[src/rtl/riscv_pkg.sv]
// Shared definitions for the RISC-V core: datapath width, register
// addressing and the write-back source select encoding.
package riscv_pkg;

  localparam int XLEN       = 32;
  localparam int REG_ADDR_W = 5;

  localparam logic [REG_ADDR_W-1:0] ZERO_REG = 5'd0;

  typedef enum logic {
    WB_SEL_ALU  = 1'b0,
    WB_SEL_LOAD = 1'b1
  } wb_sel_e;

endpackage

[src/rtl/regfile_2r1w.sv]
// Raw register storage: one synchronous write port, two combinational
// read ports, asynchronous active-low clear. No x0 handling here; the
// write-back stage owns the architectural rules.
module regfile_2r1w
  import riscv_pkg::*;
#(
  parameter int XLEN     = riscv_pkg::XLEN,
  parameter int NUM_REGS = 32
) (
  input  logic                  clk,
  input  logic                  rst_n,
  input  logic                  we,
  input  logic [REG_ADDR_W-1:0] waddr,
  input  logic [XLEN-1:0]       wdata,
  input  logic [REG_ADDR_W-1:0] raddr1,
  input  logic [REG_ADDR_W-1:0] raddr2,
  output logic [XLEN-1:0]       rdata1,
  output logic [XLEN-1:0]       rdata2
);

  logic [XLEN-1:0] regs_q [NUM_REGS];
  logic [XLEN-1:0] regs_d [NUM_REGS];

  // Next array contents: only the addressed entry changes on a write.
  always_comb begin
    regs_d = regs_q;
    if (we && (int'(waddr) < NUM_REGS)) begin
      regs_d[waddr] = wdata;
    end
  end

  // Storage update with asynchronous clear of every entry.
  always_ff @(posedge clk or negedge rst_n) begin
    if (!rst_n) begin
      for (int i = 0; i < NUM_REGS; i++) begin
        regs_q[i] <= '0;
      end
    end else begin
      regs_q <= regs_d;
    end
  end

  // Raw combinational reads; out-of-range addresses read as zero.
  always_comb begin
    rdata1 = '0;
    rdata2 = '0;
    if (int'(raddr1) < NUM_REGS) rdata1 = regs_q[raddr1];
    if (int'(raddr2) < NUM_REGS) rdata2 = regs_q[raddr2];
  end

endmodule

[src/rtl/wb_regfile_stage.sv]
// Write-back stage: selects the result, commits it to the register file,
// serves the decode read ports with same-cycle bypass, and tracks the
// retired-instruction count and the last retired PC.
module wb_regfile_stage
  import riscv_pkg::*;
#(
  parameter int XLEN      = riscv_pkg::XLEN,
  parameter int NUM_REGS  = 32,
  parameter int CNT_WIDTH = 64
) (
  input  logic                 Clk,
  input  logic                 Reset_n,
  input  logic [XLEN-1:0]      Alu_Out_WB,
  input  logic [XLEN-1:0]      Loaded_Data_WB,
  input  logic [XLEN-1:0]      PC_WB,
  input  logic                 Write_Back_Control_WB,
  input  logic [4:0]           rd_WB,
  input  logic                 Write_Enable_WB,
  input  logic                 Valid_WB,
  input  logic [4:0]           rs1_ID,
  input  logic [4:0]           rs2_ID,
  output logic [XLEN-1:0]      Rs1_Data_ID,
  output logic [XLEN-1:0]      Rs2_Data_ID,
  output logic [XLEN-1:0]      Wb_Data,
  output logic                 Wb_Commit,
  output logic [CNT_WIDTH-1:0] Instret,
  output logic [XLEN-1:0]      Last_Retired_PC
);

  logic [XLEN-1:0]      rf_rdata1;
  logic [XLEN-1:0]      rf_rdata2;
  logic [CNT_WIDTH-1:0] instret_q, instret_d;
  logic [XLEN-1:0]      last_pc_q, last_pc_d;

  // Write-back source select and commit qualification (x0 never commits).
  always_comb begin
    Wb_Data   = (wb_sel_e'(Write_Back_Control_WB) == WB_SEL_LOAD) ? Loaded_Data_WB : Alu_Out_WB;
    Wb_Commit = Valid_WB & Write_Enable_WB & (rd_WB != ZERO_REG);
  end

  regfile_2r1w #(
    .XLEN     (XLEN),
    .NUM_REGS (NUM_REGS)
  ) u_regfile (
    .clk    (Clk),
    .rst_n  (Reset_n),
    .we     (Wb_Commit),
    .waddr  (rd_WB),
    .wdata  (Wb_Data),
    .raddr1 (rs1_ID),
    .raddr2 (rs2_ID),
    .rdata1 (rf_rdata1),
    .rdata2 (rf_rdata2)
  );

  // Read ports: x0 reads zero, then a committing write bypasses the array.
  always_comb begin
    if (rs1_ID == ZERO_REG)                 Rs1_Data_ID = '0;
    else if (Wb_Commit && (rs1_ID == rd_WB)) Rs1_Data_ID = Wb_Data;
    else                                    Rs1_Data_ID = rf_rdata1;

    if (rs2_ID == ZERO_REG)                 Rs2_Data_ID = '0;
    else if (Wb_Commit && (rs2_ID == rd_WB)) Rs2_Data_ID = Wb_Data;
    else                                    Rs2_Data_ID = rf_rdata2;
  end

  // Retirement bookkeeping: every valid slot retires, including x0 writes.
  always_comb begin
    instret_d = instret_q;
    last_pc_d = last_pc_q;
    if (Valid_WB) begin
      instret_d = instret_q + {{(CNT_WIDTH-1){1'b0}}, 1'b1};
      last_pc_d = PC_WB;
    end
  end

  // Retirement state registers with asynchronous clear.
  always_ff @(posedge Clk or negedge Reset_n) begin
    if (!Reset_n) begin
      instret_q <= '0;
      last_pc_q <= '0;
    end else begin
      instret_q <= instret_d;
      last_pc_q <= last_pc_d;
    end
  end

  assign Instret         = instret_q;
  assign Last_Retired_PC = last_pc_q;

endmodule
[config.mk]
export PLATFORM = sky130hd
export DESIGN_NAME = wb_regfile_stage
export DESIGN_NICKNAME = d
export VERILOG_FILES = /design/src/rtl/riscv_pkg.sv /design/src/rtl/regfile_2r1w.sv /design/src/rtl/wb_regfile_stage.sv
export SDC_FILE = /design/constraint.sdc
export NUM_CORES = 2
export LEC_CHECK = 0
export BUFFER_PORTS_ARGS = -buffer_cell sky130_fd_sc_hd__buf_2
export CORE_ASPECT_RATIO = 1.2
export CORE_MARGIN = 4
export CORE_UTILIZATION = 40
export CTS_BUF_LIST = sky130_fd_sc_hd__clkbuf_16
export CTS_CLUSTER_SIZE = 25
export DETAILED_ROUTE_END_ITERATION = 8
export SLEW_MARGIN = 20
export SYNTH_ARGS = -nofsm -noshare
export SYNTH_HDL_FRONTEND = slang
export SYNTH_SLANG_ARGS = --single-unit
[constraint.sdc]
create_clock -name Clk -period 3.6 [get_ports Clk]
set_input_delay 0.9 -clock Clk [delete_from_list [all_inputs] [get_ports Clk]]
set_output_delay 0.9 -clock Clk [all_outputs]
set_load 0.1 [all_outputs]
==> out/metrics.cfg <==
[status]
status=finished, violations left
violations=setup timing

[timing]
slew_viol_final=0
fmax_ghz=0.257
slew_headroom_pct=30.9
finalSetupViolations=64
rsz0062_at_grt=true
period_share_pct=108
setup_ws_ps=-295
period_minus_slack_ps=3900
hold_viol_final=0
worst_pin_slew_ps=1040
final.setup_skew_ps=9.43

[route]
firstDrtPassIters=6
wl_per_cell_um=27.8
drtIter0Drc=4648
drtAntennaViolNets=0
drc=0
viasPerCell=6.02
wl_mm=219
route.vias.total=47439

[yosys]
ys_async_sr_fraction_pct=100
synth_flop_cell=dfrtp_1
avgSynthCellArea_um2=11.1
ys_types=72
syn_nets=5378
ys_warn_count=0
syn_inst=5261
netlist.top_cell.by_area=dfrtp_1
ys_ff_latch=1120
synth_area_mm2=0.0582
synth_top_area_share_pct=48.2
synth.area.top_cells=dfrtp_1 48%, mux4_2 18%, a21oi_1 5.9%
synth-seq-area-share_pct=48.2
synth_edf_count=0

[global_routing]
track_usage_pct=28.6
grt_util_met1_pct=36.2
grt_max_degree=86
gr-usage-met2_pct=46.2
antenna_found_initial=4
grt_pass1_vias=47746
grt_pass1_wl_mm=321
grt_util_met3_pct=5.69
overflow=0
top_usage_layer=met2

[placed_design]
pre_cts_slack_ps=-585
placed_area_mm2=0.0678
place_hpwl_mm=140
port_buffers=308
gp_congestion=0.870

[clock_network]
cts_tree=yes
cts_sinks=1120
cts_buffers=115
cts-root-buf=clkbuf_16
clock_path_buffers=3
insertion_delay_ps=740
cts_hold_buf=0
htreeDepth=3
clk_pin_slew_ps=60

[floorplan]
die_x_um=356
pin_count=309
die-area_mm2=0.152
die_h_um=426
std_cell_rows=153
core_area_mm2=0.145
initial_core_util_pct=40.2

[worst_setup_path]
cp_cell_sequence=buf_16 -> buf_16 -> mux4_2 -> mux4_2 -> o211ai_1 -> o21ai_4 -> buf_12
critical-path-max-stage-delay_ps=520
cp_slowest_cell=mux4_2
startpoint_type=input pin
worstPathMaxFanout=10
worst_ep_arrival_time_ps=3000
crit_type=in -> out
cp-end-kind=output port
required_ps=2700

[power_and_ir_drop]
ir_worst_vdd_mv=0.467
p_leak_uw=0.0328
p_per_area_mw_per_mm2=523

[finish]
area_growth_pct=30.1
fin_nets=5965
final_util_pct=52.3
fillCellCount=12451
design_area_mm2=0.0757
drive_above_1_share_pct=33.9

[hold_path]
worstHoldPathType=in -> async

[job]
maxCapViolCount=0

path summary, 6_finish.rpt:
kind	endpoint	slack, ps	cells past startpoint	startpoint
hold reg to reg	u_regfile.regs_q[992]$_DFFE_PN0P_	400	0	u_regfile.regs_q[992]$_DFFE_PN0P_
hold / removal	Instret[19]$_DFFE_PN0P_	180	1	Reset_n
min in group Clk	Last_Retired_PC[6]$_DFFE_PN0P_	390	2	PC_WB[6]
setup reg to reg	Instret[27]$_DFFE_PN0P_	1360	6	Instret[14]$_DFFE_PN0P_
max in group asynchronous	u_regfile.regs_q[820]$_DFFE_PN0P_	2240	3	Reset_n
setup / recovery	Rs1_Data_ID[15]	-300	7	rs1_ID[0]
metrics by stage:
step | setup TNS, ps | total power (uW) | instances | hold WS [ps]
2_1_floorplan | -14770 | 22800 | 5261 | 441
3_3_place_gp | -24190 | 25700 | 7529 | 377
3_5_place_dp | -24780 | 26000 | 7529 | 383
4_1_cts | -12900 | 39400 | 7841 | 211
5_1_grt | -13500 | 41100 | 7883 | 234
6_report | -11340 | 39500 | 7884 | 175
logic make-up (layout without fill, tap and decap cells):
| logic type | count (synthesis) | count (layout) | synth area share, % |
|---|---|---|---|
| xor gates and xnor gates | 73 | 73 | 1.10 |
| other | 0 | 2 | 0 |
| buffers and inverters | 587 | 1271 | 5.00 |
| and+or+nand+nor | 1376 | 1376 | 9.70 |
| DFF | 1120 | 1120 | 48.2 |
| muxes | 764 | 764 | 23.1 |
| AOI/OAI and AO/OA | 1340 | 1340 | 12.9 |
| adders and majority gates | 1 | 1 | 0.0215 |
metal layers:
metal,vias to the layer above,share of wire [%],wire length (um)
li1,20267,-,-
met1,24014,37,82000
met2,2498,47,104000
met3,660,8.8,19200
met4,0,6.5,14300
met5,-,0,0
worst max-delay path: cells and delay by family:
family                 cells  cell delay (ps)
AO/OA/AOI/OAI              2              520
buffers and inverters      3              500
multiplexers               2             1030
layout by cell type (no fill, tap or decap), types with 42 or more instances in the layout:
| cell type | count |
|---|---|
| nor2_1 | 675 |
| a21oi_1 | 660 |
| xnor2_1 | 53 |
| clkbuf_16 | 122 |
| dfrtp_1 | 1120 |
| nand3_1 | 42 |
| buf_16 | 43 |
| buf_12 | 232 |
| o21ai_0 | 366 |
| buf_6 | 52 |
| buf_4 | 422 |
| mux2_2 | 53 |
| mux4_2 | 456 |
| buf_2 | 230 |
| mux2i_1 | 217 |
| nand2_1 | 481 |
report_power, final:
| group | switching, uW | total, uW | leakage [uW] | internal, uW |
|---|---|---|---|---|
| clock | 5370 | 12900 | 0.00200 | 7500 |
| combinational | 5680 | 10400 | 0.0163 | 4720 |
| sequential | 1650 | 16300 | 0.0145 | 14600 |
final cells by class:
cell class | instances | area, um^2 | area share, %
clock inverters | 96 | 1040 | 1.37
well taps | 1937 | 2420 | 3.20
inverters | 45 | 231 | 0.306
flip-flops and latches | 1120 | 28000 | 37.0
clock buffers | 118 | 2950 | 3.90
diodes | 2 | 5.00 | 0.00661
multi-input cells | 3554 | 29600 | 39.2
repair buffers | 1012 | 11300 | 15.0
cell usage after synthesis, types with 5 or more instances:
cell type	count
dfrtp_1	1120
nor2_1	706
a21oi_1	687
nand2_1	493
mux4_2	456
o21ai_0	412
clkbuf_1	341
mux2i_1	255
buf_2	92
mux2_2	53
xnor2_1	53
nand3_1	50
inv_1	42
buf_1	38
a221oi_1	35
a22oi_1	35
buf_6	30
a221o_1	26
nand4_1	25
nor3_1	23
o21ai_1	22
buf_4	20
xor2_1	20
a31oi_1	19
o211ai_1	15
o221ai_1	13
nor2b_1	12
a32oi_1	11
and2_1	11
buf_12	11
and3_1	10
buf_8	10
a221oi_2	8
o31ai_1	8
a211oi_1	6
a311o_1	6
and4_1	6
nand3b_1	6
nor3b_1	6
o2111ai_1	6
o22ai_1	6
nand2b_1	5
nand4b_1	5
o211ai_2	5
state kept, by name (all words and copies together), names as in the netlist:
signal            count
Instret              64
u_regfile.regs_q   1024
Last_Retired_PC      32
timing repair:
action,4_1_cts,5_1_grt
pin swaps,61,69
setup endpoints to repair,64,64
gates resized for setup,349,121
gates cloned,27,4
hold endpoints to repair,0,0
setup buffers,77,53
Power figures use the tool's default switching activity.
